**src/rtl/regset_sequencer.sv**
```systemverilog
// Register-file bus sequencer: round-robin arbitration between two requesters, then DRIVE/STROBE/DONE.
// Optional: define REGSET_SEQ_SELF_MOV_SKIP_EN to turn a MOV with rd==rs into a no-op.
module regset_sequencer #(
  parameter int DATA_W     = 16,
  parameter int SETTLE_CYC = 1
) (
  input  logic              i_clk,
  input  logic              i_nReset,
  input  logic              i_reqA,
  input  logic [1:0]        i_opA,
  input  logic [1:0]        i_rdA,
  input  logic [1:0]        i_rsA,
  input  logic [DATA_W-1:0] i_immA,
  output logic              o_ackA,
  input  logic              i_reqB,
  input  logic [1:0]        i_opB,
  input  logic [1:0]        i_rdB,
  input  logic [1:0]        i_rsB,
  input  logic [DATA_W-1:0] i_immB,
  output logic              o_ackB,
  output logic [1:0]        o_writeSel,
  output logic              o_we,
  output logic [1:0]        o_outSel,
  output logic              o_noe,
  output logic              o_immNoe,
  output logic [DATA_W-1:0] o_imm,
  output logic              o_capture,
  output logic              o_busy
);
  localparam int         SETTLE   = (SETTLE_CYC < 1 || SETTLE_CYC > 3) ? 1 : SETTLE_CYC;
  localparam logic [1:0] LAST_CNT = 2'(SETTLE - 1);

  localparam logic [1:0] S_IDLE   = 2'd0;
  localparam logic [1:0] S_DRIVE  = 2'd1;
  localparam logic [1:0] S_STROBE = 2'd2;
  localparam logic [1:0] S_DONE   = 2'd3;

  localparam logic [1:0] OP_MOV = 2'd0;
  localparam logic [1:0] OP_LDI = 2'd1;
  localparam logic [1:0] OP_RD  = 2'd2;
  localparam logic [1:0] OP_NOP = 2'd3;

  logic [1:0]        r_state, r_cnt, r_op, r_rd;
  logic              r_grantB, r_prioB;
  logic              r_ackA, r_ackB, r_we, r_noe, r_immNoe, r_capture, r_busy;
  logic [1:0]        r_writeSel, r_outSel;
  logic [DATA_W-1:0] r_imm;

  logic              w_grantA, w_grantB, w_skip;
  logic [1:0]        w_op, w_rd, w_rs;
  logic [DATA_W-1:0] w_imm;

  // r_prioB set means B wins a tie on the next arbitration
  always_comb begin
    w_grantA = i_reqA && (!i_reqB || !r_prioB);
    w_grantB = i_reqB && !w_grantA;
    w_op     = w_grantB ? i_opB  : i_opA;
    w_rd     = w_grantB ? i_rdB  : i_rdA;
    w_rs     = w_grantB ? i_rsB  : i_rsA;
    w_imm    = w_grantB ? i_immB : i_immA;
    w_skip   = (w_op == OP_NOP);
`ifdef REGSET_SEQ_SELF_MOV_SKIP_EN
    if (w_op == OP_MOV && w_rd == w_rs) w_skip = 1'b1;
`endif
  end

  always_ff @(posedge i_clk or negedge i_nReset) begin
    if (!i_nReset) begin
      r_state    <= S_IDLE;
      r_cnt      <= 2'd0;
      r_op       <= OP_NOP;
      r_rd       <= 2'd0;
      r_grantB   <= 1'b0;
      r_prioB    <= 1'b0;
      r_ackA     <= 1'b0;
      r_ackB     <= 1'b0;
      r_we       <= 1'b0;
      r_noe      <= 1'b1;
      r_immNoe   <= 1'b1;
      r_capture  <= 1'b0;
      r_busy     <= 1'b0;
      r_writeSel <= 2'd0;
      r_outSel   <= 2'd0;
      r_imm      <= '0;
    end else begin
      r_ackA <= 1'b0;
      r_ackB <= 1'b0;
      case (r_state)
        S_IDLE: begin
          if (w_grantA || w_grantB) begin
            r_grantB <= w_grantB;
            r_prioB  <= w_grantA;
            r_op     <= w_op;
            r_rd     <= w_rd;
            r_imm    <= w_imm;
            r_cnt    <= 2'd0;
            r_busy   <= 1'b1;
            if (w_skip) begin
              // No bus activity: complete on the next cycle
              r_ackA  <= w_grantA;
              r_ackB  <= w_grantB;
              r_state <= S_DONE;
            end else begin
              r_state <= S_DRIVE;
              if (w_op == OP_LDI) begin
                r_immNoe <= 1'b0;
              end else begin
                r_noe    <= 1'b0;
                r_outSel <= w_rs;
              end
            end
          end
        end
        S_DRIVE: begin
          if (r_cnt == LAST_CNT) begin
            r_state <= S_STROBE;
            if (r_op == OP_RD) begin
              r_capture <= 1'b1;
            end else begin
              r_we       <= 1'b1;
              r_writeSel <= r_rd;
            end
          end else begin
            r_cnt <= r_cnt + 2'd1;
          end
        end
        S_STROBE: begin
          r_we      <= 1'b0;
          r_capture <= 1'b0;
          r_noe     <= 1'b1;
          r_immNoe  <= 1'b1;
          r_ackA    <= !r_grantB;
          r_ackB    <= r_grantB;
          r_state   <= S_DONE;
        end
        default: begin
          r_busy  <= 1'b0;
          r_state <= S_IDLE;
        end
      endcase
    end
  end

  assign o_ackA     = r_ackA;
  assign o_ackB     = r_ackB;
  assign o_writeSel = r_writeSel;
  assign o_we       = r_we;
  assign o_outSel   = r_outSel;
  assign o_noe      = r_noe;
  assign o_immNoe   = r_immNoe;
  assign o_imm      = r_imm;
  assign o_capture  = r_capture;
  assign o_busy     = r_busy;
endmodule

```
**config.mk**
```make
export PLATFORM = sky130hd
export DESIGN_NAME = regset_sequencer
export DESIGN_NICKNAME = d
export VERILOG_FILES = /design/src/rtl/regset_sequencer.sv
export SDC_FILE = /design/constraint.sdc
export NUM_CORES = 1
export LEC_CHECK = 0
export BUFFER_PORTS_ARGS = -buffer_cell sky130_fd_sc_hd__buf_2
export CAP_MARGIN = 10
export CELL_PAD_IN_SITES_DETAIL_PLACEMENT = 0
export CELL_PAD_IN_SITES_GLOBAL_PLACEMENT = 1
export CORE_UTILIZATION = 40
export CTS_BUF_LIST = sky130_fd_sc_hd__clkbuf_4 sky130_fd_sc_hd__clkbuf_8
export CTS_CLUSTER_DIAMETER = 40
export CTS_CLUSTER_SIZE = 16
export DETAILED_ROUTE_END_ITERATION = 6
export PLACE_DENSITY_LB_ADDON = 0.1
export RECOVER_POWER = 25
export SYNTH_ARGS = -nofsm -noshare
export SYNTH_HDL_FRONTEND = slang
export SYNTH_SLANG_ARGS = --single-unit
```
**constraint.sdc**
```tcl
create_clock -name i_clk -period 4.5 [get_ports i_clk]
set_input_delay 0.225 -clock i_clk [delete_from_list [all_inputs] [get_ports i_clk]]
set_output_delay 0.225 -clock i_clk [all_outputs]
set_load 0.01 [all_outputs]
```
# == Word-level counts from Yosys, hierarchy flattened ==
# Cells that the tools add are included.
# word_totals
reg_bits,37
inputBits,48
output_inout_bits,27
# classes
reduce_logical,24
n_eq_ne,13
bitwise_logic,4
n_mux,33
add_sub_neg,1
# op_table
op,count
2-to-1 mux 16 bit,1
2-to-1 mux 2 bit,8
!= test 2 bit (second input constant),8
2-to-1 mux 1 bit,15
one-hot mux 1 bit (2 select lines),7
AND reduction 3 bit,4
AND reduction 4 bit,3
equality test 2 bit (second input constant),3
one-hot mux 2 bit (3 select lines),1
AND reduction 2 bit,3
nonzero test 2 bit,3
equality test 2 x 1 -> 1 bit (second input constant),2
zero test 1 bit,4
zero test 2 bit,2
inverter 1 bit,4
one-hot mux 2 bit (2 select lines),1
adder 2 x 1 -> 2 bit (second input constant),1
logical AND 1 bit,2
logical OR 1 bit,2
OR reduction 2 bit,1

# == Longest topological paths before layout ==
# depth
word_depth,11
depth_mapped,7

# == Worst setup path after synthesis ==
# Ideal clock, no wire load.
# synth_timing
path_kind,register -> register
start,reg r_cnt[0]
end,reg r_state[1]
arrival_time_ns,1.518
setup_time_ns,0.082
n_path_buf,1
stages_incl_launch_ff,8
setup_slack_ns,2.900
t_required_ns,4.418
synth_period_minus_slack_ns,1.600
cell_sequence,dfrtp_1 inv_1 ha_1 clkbuf_1 nor2b_1 a21oi_1 mux2_1 a31oi_1
# synth_via
elab_chain_cells,3
# synth_lines
item,line_no,rtl
"start, declared",43,"logic [1:0] r_state, r_cnt, r_op, r_rd;"
"start signal, assigned",124,r_cnt <= r_cnt + 2'd1;
zero test 2 bit,115,if (r_cnt == LAST_CNT) begin
!= test 2 bit (no line),--,
AND reduction 2 bit (no line),--,
"end signal, assigned",116,r_state <= S_STROBE;
"end signal, assigned",134,r_state <= S_DONE;
"end signal, assigned",138,r_state <= S_IDLE;
"end, declared",43,
# Every way passes these cells.
# A chain may end at the register's enable or synchronous reset.

# == Final worst setup path ==
# layout_timing
start,reg r_prioB
end,reg r_outSel[1] (netlist: o_outSel[1])
# layout_via
elab_chain_cells,9
# layout_lines
item,line_no,rtl
"start, declared",44,"logic r_grantB, r_prioB;"
"start signal, assigned",92,r_prioB <= w_grantA;
zero test 1 bit (*),55,w_grantA = i_reqA && (!i_reqB || !r_prioB);
logical OR 1 bit (*),55,
logical AND 1 bit (*),55,
zero test 1 bit,56,w_grantB = i_reqB && !w_grantA;
logical AND 1 bit,56,
2-to-1 mux 2 bit,57,w_op = w_grantB ? i_opB : i_opA;
equality test 2 x 1 -> 1 bit or equality test 2 bit (tied branches),"105, 61",
inverter 1 bit (no line),--,
AND reduction 4 bit (no line),--,
"end signal, assigned",109,r_outSel <= w_rs;
"end, declared",46,"logic [1:0] r_writeSel, r_outSel;"
# Mark *: on every way between the ends. The rest lies on a longest branch, timed or not.

==> load_flow_metrics.sql <==
INSERT INTO impl_metrics (metric_group, metric, value, unit) VALUES
('pwr', 'max-vdd-ir-drop', '250', 'uV'),
('yosys', 'yosysMostFrequentCell', 'dfrtp_1', ''),
('worst_setup_path', 'reg2reg_slack', '2.52', 'ns'),
('cts', 'clock_sinks', '37', ''),
('detailed_routing', 'route.vias.total', '1534', ''),
('pwr', 'p_leak', '1.23', 'nW'),
('placement', 'port-buffer-count', '74', ''),
('floorplan', 'std_cell_rows', '24', ''),
('timing', 'timing_hold_violations_final', '0', ''),
('detailed_routing', 'drc', '0', ''),
('grt', 'grt_pass1_vias', '1461', ''),
('yosys', 'synth_nets', '235', ''),
('run_status', 'violations', 'capacitance limit, slew limit', ''),
('worst_setup_path', 'end_kind', 'register', ''),
('worst_setup_path', 'cpLargestDelayFamily', 'simple AND/OR/NAND/NOR gates', ''),
('pwr', 'total_switching_power', '0.553', 'mW'),
('floorplan', 'floorplan.initialDensity', '42.1', '%'),
('finish', 'areaGrowthSynthToFinish', '26.2', '%'),
('floorplan', 'count_of_pins_on_the_block_boundary', '75', ''),
('cts', 'cts_setup_buffers', '0', ''),
('grt', 'global_route.overflow_total', '0', ''),
('yosys', 'top_ff_cell_synth', 'dfrtp_1', ''),
('cts', 'number_of_buffers_added_by_the_clock_tree_synthesis_step', '5', ''),
('floorplan', 'fp.dieW', '70.1', 'um'),
('cts', 'cts.clk_slew.worst_paths', '0.08', 'ns'),
('cts', 'ctsHtreeMaxLevel', '2', ''),
('detailed_routing', 'drt-total-wl', '3.86', 'mm'),
('min_path', 'timing.hold.worst.start', 'i_immB[10]', ''),
('timing', 'tightestPinTransition', '1.93', 'ns'),
('yosys', 'sequential_area_share_after_synthesis', '50.1', '%'),
('run_status', 'run_status', 'finished, violations left', ''),
('worst_setup_path', 'cp_max_fo', '16', ''),
('worst_setup_path', 'start_kind', 'register', ''),
('placement', 'dp_slack', '2.54', 'ns'),
('detailed_routing', 'wl_per_cell', '12.5', 'um'),
('cts', 'clk_root_buffer_cell', 'clkbuf_8', ''),
('pwr', 'cellPowerDensity', '614', 'nW/um2'),
('grt', 'grt_first_pass_wirelength', '6.64', 'mm'),
('yosys', 'synth_async_sr_flop_share', '100', '%'),
('timing', 'fmaxAchievable', '505', 'MHz'),
('yosys', 'synth_seq_cells', '37', ''),
('flow_run', 'max_cap_viols', '1', ''),
('yosys', 'synth_enable_flop_cells', '0', ''),
('timing', 'final_critical_path_setup_slack', '2.52', 'ns'),
('detailed_routing', 'drt-initial-drc-count', '61', ''),
('finish', 'nets', '309', ''),
('worst_setup_path', 'cell_chain_of_the_critical_path', 'nand2b_1 -> nand2_1 -> mux2_1 -> mux2_2', ''),
('timing', 'final.setup_skew', '0.00518', 'ns'),
('timing', 'final-max-slew-violation-count', '38', ''),
('yosys', 'avgSynthCellArea', '10.2', 'um2'),
('floorplan', 'floorplan.die.height', '70.1', 'um'),
('timing', 'worst_hold_slack', '0.202', 'ns'),
('worst_setup_path', 'worstReg2RegStart', 'r_prioB', ''),
('cts', 'post_cts.resized_instances', '0', ''),
('worst_setup_path', 'worst_ep_required_time', '4.67', 'ns'),
('placement', 'routability_congestion_estimate_from_global_placement', '0.733', ''),
('yosys', 'synth_area', '1860', 'um2'),
('finish', 'post_layout_nonfiller_instances', '309', ''),
('worst_setup_path', 'cpMaxStageDelayCell', 'nand2_1', ''),
('pwr', 'comb_power_share', '43.5', '%'),
('worst_setup_path', 'timing.critical_path.from', 'r_prioB', ''),
('finish', 'fin_util', '53.1', '%'),
('floorplan', 'design.die.area', '4920', 'um2'),
('yosys', 'synth.distinct_cells', '38', ''),
('pwr', 'power_switching_share', '38.4', '%'),
('pwr', 'internal_power', '0.886', 'mW'),
('timing', 'setup_tns', '0', 'ns'),
('min_path', 'hold_class', 'primary input to register', ''),
('pwr', 'share_clk_of_total_power', '16.0', '%'),
('detailed_routing', 'detail_route.first_pass.iterations', '5', ''),
('worst_setup_path', 'worst_path_largest_cell_delay', '0.60', 'ns');
==> worst reg2reg max path: cells and delay by family, from the launching register on <==
family | cells | cell delay [ns]
flip-flops | 1 | 0.41
multiplexers | 2 | 0.65
AND/OR/NAND/NOR | 2 | 0.80
==> worst max-delay path by stage <==
stage,end,cells past startpoint
after global placement,o_outSel[1],4
after floorplan,r_state[1],7
after detailed placement,o_outSel[1],4
after global routing,o_outSel[1],4
after CTS,o_outSel[1],4
final,o_outSel[1],4
==> power by group through the flow <==
stage | Sequential, mW | Combinational (mW) | Clock (mW)
floorplan | 0.639 | 0.366 | 0
CTS | 0.585 | 0.637 | 0.240
global placement | 0.584 | 0.632 | 0
detailed placement | 0.589 | 0.637 | 0
finish | 0.582 | 0.626 | 0.230
global route | 0.604 | 0.712 | 0.253
==> final cells by class <==
class                           count  area, um2
Sequential cell                    37        931
Clock inverter                      2       10.0
Clock buffer                        6       76.3
Inverter                           11       41.3
Tap cell                           52       65.1
Timing Repair Buffer               76        384
Fill cell                         414       2070
Multi-Input combinational cell    125        836
==> registers in the layout, indices dropped and copies added (netlist names), 2 cells and up <==
name        flops
o_outSel        2
r_rd            2
o_imm          16
r_state         2
o_writeSel      2
r_op            2
r_cnt           2
==> layout by cell type (no fill, tap or decap), drive strengths merged <==
| cell | n |
|---|---|
| o2111ai | 1 |
| a311oi | 1 |
| o32a | 1 |
| nand4b | 1 |
| a311o | 1 |
| and2 | 1 |
| a21o | 1 |
| o311a | 1 |
| nand2b | 3 |
| nor2 | 6 |
| or2 | 1 |
| nand3 | 4 |
| mux2i | 20 |
| ha | 5 |
| o21a | 1 |
| o31ai | 2 |
| o21ai | 25 |
| and2b | 1 |
| o22ai | 1 |
| clkinv | 2 |
| nor2b | 1 |
| clkbuf | 7 |
| dfrtp | 33 |
| dfstp | 4 |
| mux2 | 7 |
| nand2 | 26 |
| a31oi | 3 |
| inv | 11 |
| a21oi | 6 |
| a22o | 1 |
| o2bb2ai | 2 |
| nand4 | 1 |
| buf | 75 |
| a22oi | 1 |
==> per-layer routing <==
layer	vias up	GRT usage, %	share of wire, %
li1	784	-	-
met1	693	23.2	48
met2	55	26.2	46
met3	2	5.34	6.5
met4	0	4.00	0.21
met5	-	0	0
==> stage by stage <==
stage                     power [mW]  cell area, um2
final                           1.44            2340
after global routing            1.57            2340
after CTS                       1.46            2340
after detailed placement        1.23            2260
after global placement          1.22            2260
after floorplan                 1.01            1860
==> cells by family after synthesis <==
logic type               count (synthesis)  synth area share, %
AO/OA/AOI/OAI                           48                 15.7
buffers and inverters                   20                 4.85
adder cells (fa/ha/maj)                  5                 3.37
AND/OR/NAND/NOR                         45                 10.9
flip-flops                              37                 50.1
multiplexers                            27                 15.0
Note: power is estimated with default switching activity, not from simulation.
